## config.mk

```make
export PLATFORM = sky130hd
export DESIGN_NAME = arb_2m1s
export DESIGN_NICKNAME = d
export VERILOG_FILES = /design/src/rtl/arb_2m1s_pkg.sv /design/src/rtl/arb_id_fifo.sv /design/src/rtl/arb_2m1s.sv
export SDC_FILE = /design/constraint.sdc
export NUM_CORES = 1
export LEC_CHECK = 0
export BUFFER_PORTS_ARGS = -buffer_cell sky130_fd_sc_hd__buf_2
export CORE_AREA = 2 2 123 125
export CTS_CLUSTER_SIZE = 24
export DETAILED_ROUTE_END_ITERATION = 7
export DIE_AREA = 0 0 125 127
export PLACE_DENSITY = 0.48
export REMOVE_ABC_BUFFERS = 1
export SLEW_MARGIN = 10
export SYNTH_ARGS = -nofsm -noshare
export SYNTH_HDL_FRONTEND = slang
export SYNTH_HIERARCHICAL = 1
export SYNTH_SLANG_ARGS = --single-unit
```

## constraint.sdc

```tcl
create_clock -name clk_i -period 6.43 [get_ports clk_i]
set_input_delay 0.3215 -clock clk_i [delete_from_list [all_inputs] [get_ports clk_i]]
set_output_delay 0.3215 -clock clk_i [all_outputs]
set_load 0.1 [all_outputs]
```

## src/rtl/arb_2m1s_pkg.sv

```systemverilog
// Shared types for the two-master MemSplit32 arbiter: master ID and default read depth.
package arb_2m1s_pkg;
  typedef logic mid_t;
  localparam int unsigned RD_DEPTH_DEF = 4;
endpackage

```

## src/rtl/arb_id_fifo.sv

```systemverilog
// In-order ID FIFO; head valid the cycle after push; push while full and pop while empty are dropped.
module arb_id_fifo #(
  parameter int unsigned DEPTH = 4,
  parameter int unsigned WIDTH = 1
) (
  input  logic                     clk_i,
  input  logic                     rst_i,
  input  logic                     i_push,
  input  logic [WIDTH-1:0]         i_dat,
  input  logic                     i_pop,
  output logic [WIDTH-1:0]         o_head,
  output logic [$clog2(DEPTH):0]   o_cnt,
  output logic                     o_full,
  output logic                     o_empty
);
  localparam int AW = $clog2(DEPTH);

  logic [WIDTH-1:0] r_mem [DEPTH];
  logic [AW-1:0]    r_rd_ptr;
  logic [AW-1:0]    r_wr_ptr;
  logic [AW:0]      r_cnt;
  logic             w_push;
  logic             w_pop;

  assign o_full  = (r_cnt == (AW+1)'(DEPTH));
  assign o_empty = (r_cnt == '0);
  assign o_cnt   = r_cnt;
  assign o_head  = r_mem[r_rd_ptr];
  assign w_push  = i_push && !o_full;
  assign w_pop   = i_pop && !o_empty;

  always_ff @(posedge clk_i or negedge rst_i) begin
    if (!rst_i) begin
      r_rd_ptr <= '0;
      r_wr_ptr <= '0;
      r_cnt    <= '0;
      for (int i = 0; i < int'(DEPTH); i++) r_mem[i] <= '0;
    end else begin
      if (w_push) begin
        r_mem[r_wr_ptr] <= i_dat;
        r_wr_ptr        <= r_wr_ptr + AW'(1);
      end
      if (w_pop) r_rd_ptr <= r_rd_ptr + AW'(1);
      case ({w_push, w_pop})
        2'b10:   r_cnt <= r_cnt + (AW+1)'(1);
        2'b01:   r_cnt <= r_cnt - (AW+1)'(1);
        default: r_cnt <= r_cnt;
      endcase
    end
  end
endmodule

```

## src/rtl/arb_2m1s.sv

```systemverilog
// Round-robin 2:1 MemSplit32 arbiter; zero-latency request/response paths.
// Reads stall (ack=0) while RD_DEPTH reads are outstanding; writes still pass.
module arb_2m1s
  import arb_2m1s_pkg::*;
#(
  parameter int unsigned RD_DEPTH = RD_DEPTH_DEF
) (
  input  logic        clk_i,
  input  logic        rst_i,
  input  logic        i_m0_req,
  output logic        o_m0_ack,
  input  logic        i_m0_we,
  input  logic [31:0] i_m0_addr,
  input  logic [3:0]  i_m0_be,
  input  logic [31:0] i_m0_wdata,
  output logic        o_m0_resp,
  output logic [31:0] o_m0_rdata,
  input  logic        i_m1_req,
  output logic        o_m1_ack,
  input  logic        i_m1_we,
  input  logic [31:0] i_m1_addr,
  input  logic [3:0]  i_m1_be,
  input  logic [31:0] i_m1_wdata,
  output logic        o_m1_resp,
  output logic [31:0] o_m1_rdata,
  output logic        o_s_req,
  input  logic        i_s_ack,
  output logic        o_s_we,
  output logic [31:0] o_s_addr,
  output logic [3:0]  o_s_be,
  output logic [31:0] o_s_wdata,
  input  logic        i_s_resp,
  input  logic [31:0] i_s_rdata
);
  logic                        r_rr;
  logic                        r_lock_vld;
  mid_t                        r_lock_id;
  logic                        w_elig0;
  logic                        w_elig1;
  logic                        w_gnt_vld;
  mid_t                        w_gnt_id;
  logic                        w_acc;
  logic                        w_push;
  logic                        w_pop;
  mid_t                        w_head;
  logic [$clog2(RD_DEPTH):0]   w_cnt;
  logic                        w_full;
  logic                        w_empty;

  assign w_elig0 = i_m0_req && (i_m0_we || !w_full);
  assign w_elig1 = i_m1_req && (i_m1_we || !w_full);

  // A pending lock wins so the slave never sees the request change mid-handshake.
  always_comb begin
    w_gnt_vld = 1'b0;
    w_gnt_id  = 1'b0;
    if (r_lock_vld) begin
      w_gnt_vld = 1'b1;
      w_gnt_id  = r_lock_id;
    end else if (w_elig0 && w_elig1) begin
      w_gnt_vld = 1'b1;
      w_gnt_id  = r_rr;
    end else if (w_elig0) begin
      w_gnt_vld = 1'b1;
      w_gnt_id  = 1'b0;
    end else if (w_elig1) begin
      w_gnt_vld = 1'b1;
      w_gnt_id  = 1'b1;
    end
  end

  always_comb begin
    o_s_req   = 1'b0;
    o_s_we    = 1'b0;
    o_s_addr  = '0;
    o_s_be    = '0;
    o_s_wdata = '0;
    if (w_gnt_vld && (w_gnt_id == 1'b0)) begin
      o_s_req   = i_m0_req;
      o_s_we    = i_m0_we;
      o_s_addr  = i_m0_addr;
      o_s_be    = i_m0_be;
      o_s_wdata = i_m0_wdata;
    end else if (w_gnt_vld) begin
      o_s_req   = i_m1_req;
      o_s_we    = i_m1_we;
      o_s_addr  = i_m1_addr;
      o_s_be    = i_m1_be;
      o_s_wdata = i_m1_wdata;
    end
  end

  assign o_m0_ack = o_s_req && i_s_ack && (w_gnt_id == 1'b0);
  assign o_m1_ack = o_s_req && i_s_ack && (w_gnt_id == 1'b1);
  assign w_acc    = o_s_req && i_s_ack;
  assign w_push   = w_acc && !o_s_we;
  assign w_pop    = i_s_resp && (w_cnt != '0);

  always_ff @(posedge clk_i or negedge rst_i) begin
    if (!rst_i) begin
      r_rr       <= 1'b0;
      r_lock_vld <= 1'b0;
      r_lock_id  <= 1'b0;
    end else begin
      if (w_acc) begin
        r_rr       <= ~w_gnt_id;
        r_lock_vld <= 1'b0;
      end else if (o_s_req) begin
        r_lock_vld <= 1'b1;
        r_lock_id  <= w_gnt_id;
      end
    end
  end

  arb_id_fifo #(
    .DEPTH (RD_DEPTH),
    .WIDTH (1)
  ) u_id_fifo (
    .clk_i   (clk_i),
    .rst_i   (rst_i),
    .i_push  (w_push),
    .i_dat   (w_gnt_id),
    .i_pop   (w_pop),
    .o_head  (w_head),
    .o_cnt   (w_cnt),
    .o_full  (w_full),
    .o_empty (w_empty)
  );

  // With nothing outstanding a stray slave response is dropped.
  assign o_m0_resp  = i_s_resp && !w_empty && (w_head == 1'b0);
  assign o_m1_resp  = i_s_resp && !w_empty && (w_head == 1'b1);
  assign o_m0_rdata = o_m0_resp ? i_s_rdata : '0;
  assign o_m1_rdata = o_m1_resp ? i_s_rdata : '0;
endmodule

```

==> results_dict.tcl <==
set metrics [dict create \
    status "finished, final reports clean" \
    r2r_cells 12 \
    die_y_um 127 \
    tns_ps 0 \
    overflow 0 \
    finalSetupViolations 0 \
    syn_to_final_growth_pct 69.3 \
    drc_errors 0 \
    cp-start-kind "flop" \
    drtIter0Drc 125 \
    start_util 0.175 \
    rsz0062_at_grt "false" \
    cts.sinks 14 \
    tightest_slew_ps 1140 \
    gp_congestion 0.821 \
    crit_type "reg -> reg" \
    syn_inst 398 \
    detail-route-antenna-nets 0 \
    htree_levels 1 \
    cts_resized 0 \
    pin_count 314 \
    synth-seq-cells 14 \
    num-nets-final 860 \
    yosysTopAreaCellShare 0.166 \
    die_area_um2 15900 \
    fin_worst_skew_ps 3.47 \
    io_buffers 313 \
    antenna_found_initial 2 \
    netlist-cell-type-count 40 \
    path_clk_slew_ps 50 \
    routedWlPerCell_um 14.9 \
    wl_um 12900 \
    yosysSeqAreaShare 0.138 \
    drv_slew 0 \
    clkLatencyLatePin_ps 250 \
    critPathRequiredTime_ps 6600 \
    drt_first_pass_iters 4 \
    hold_depth 3 \
    post-route-min-period_ps 4000 \
    max_cap_violations 0 \
    clk_path_buf_depth 2 \
    viasPerCell 4.60 \
    dpl.hpwl_um 10100 \
    crit_fanout 70 \
    finalHoldViolCount 0 \
    clockRootBuffer "clkbuf_16" \
    ys_top_cells_by_area "and2_1 17%, o21ai_0 15%, a21oi_1 14%" \
    cts_tree "built" \
    relSlewSlack 0.240 \
    avgSynthCellArea_um2 6.36 \
    fmax_mhz 250 \
    cts_buffers 3 \
    vias 3974 \
    crit_path_end_kind "flop" \
    rows 44 \
    hold_class "in -> reg" \
    grt_pass1_vias 3664 \
    final.fill_count 1623 \
    design.core.area_um2 14400 \
    synth_top_area_cell "and2_1" \
    synthesis.area_um2 2530 \
    grt_first_pass_wirelength_um 19500 \
    post_route_cells_drive_above_1_share 0.499 \
    final_cell_mix "313 x buf_2, 77 x o21ai_0, 70 x a21oi_1, 69 x nand3_1, 66 x and2_1" \
    critPathArrivalTime_ps 4170 \
    track_usage 0.147 \
    final_common_cell "buf_2" \
    die_w_um 125 \
    grt_max_degree 73 \
    postCtsSetupBuffers 0 \
    fin_crit_sh 0.622 \
    yosys_warnings 6 \
]
-- registers in the layout, summed over array words and instances (netlist names) --
signal and count:
r_lock_id 1, u_id_fifo/o_cnt 3, r_lock_vld 1, r_rr 1
u_id_fifo/r_mem 4, u_id_fifo/r_rd_ptr 2, u_id_fifo/r_wr_ptr 2
-- layout make-up --
type	count	area (um2)	area share
inverters	8	30.0	0.00701
multi-input cells	332	1960	0.458
flip-flops and latches	14	350	0.0818
well taps	184	230	0.0537
repair buffers	319	1610	0.377
clock buffers	4	88.8	0.0207
diodes	3	7.51	0.00175
-- cell families (layout without fill, tap and decap cells) --
group,after synthesis,count (layout),share of synthesized area
multiplexers,6,6,0.0331
adder cells (fa/ha/maj),6,6,0.0326
XOR/XNOR,6,6,0.0208
AND/OR/NAND/NOR,159,159,0.355
AO/OA/AOI/OAI,155,155,0.331
flip-flops,14,14,0.138
other,0,3,0
buffers and inverters,52,331,0.0895
-- synth_stat cells (all sizes together) --
library cell,instances
nand2b,3
dfrtp,14
mux4,1
mux2,3
nor2b,1
a221oi,1
clkbuf,30
o21a,1
and3b,1
buf,14
xnor2,3
fa,1
nor3b,2
a21oi,70
a211oi,2
o2111ai,1
nand2,10
nor3,1
xor2,3
o31a,2
o2111a,1
inv,8
nor2,4
and2,67
mux2i,2
o21ai,77
and3,1
ha,5
nand3,69
-- layer usage --
layer,track usage,vias to the layer above,share of wire
li1,-,1957,-
met1,0.154,1766,0.33
met2,0.273,231,0.52
met3,0.0515,20,0.12
met4,0.0536,0,0.033
met5,0,-,0
-- worst paths after layout --
path | startpoint | endpoint | slack (ps)
worst max-delay path | u_id_fifo/o_cnt[0] | u_id_fifo/o_cnt[2] | 2430
worst min-delay path | i_s_ack | r_lock_id | 460
worst max register to register | u_id_fifo/o_cnt[0] | u_id_fifo/o_cnt[2] | 2430
worst min register to register | u_id_fifo/r_rd_ptr[1] | u_id_fifo/r_rd_ptr[1] | 480
max in group asynchronous | rst_i | u_id_fifo/o_cnt[0] | 5680
min in group asynchronous | rst_i | r_rr | 500
-- through the flow --
step	setup slack, ps	utilization	instance area [um2]	hold slack (ps)	instances
final	2430	0.297	4290	461	864
after global routing	2040	0.297	4280	469	863
after CTS	2400	0.297	4280	463	861
after detailed placement	2430	0.290	4180	247	856
after global placement	2470	0.290	4180	249	856
after floorplan	908	-	2330	25.9	354
-- repair_timing --
action | in CTS | in global routing
hold endpoints to repair | 14 | 0
hold buffers | 1 | 0
setup endpoints to repair | 0 | 0
-- critical path: stages (launching register included) --
cell	delay, ps
dfrtp_1	460
nor3b_4	330
nor2b_2	280
o2111a_2	960
o21ai_0	260
and3_1	300
nand2b_1	250
ha_1	230
inv_1	60
fa_1	370
xor2_1	150
nor2_1	110
xor2_1	150
Power is left out: the tool's default activity adds up to more than one toggle a clock period on the data nets, which glitch-free logic cannot reach.
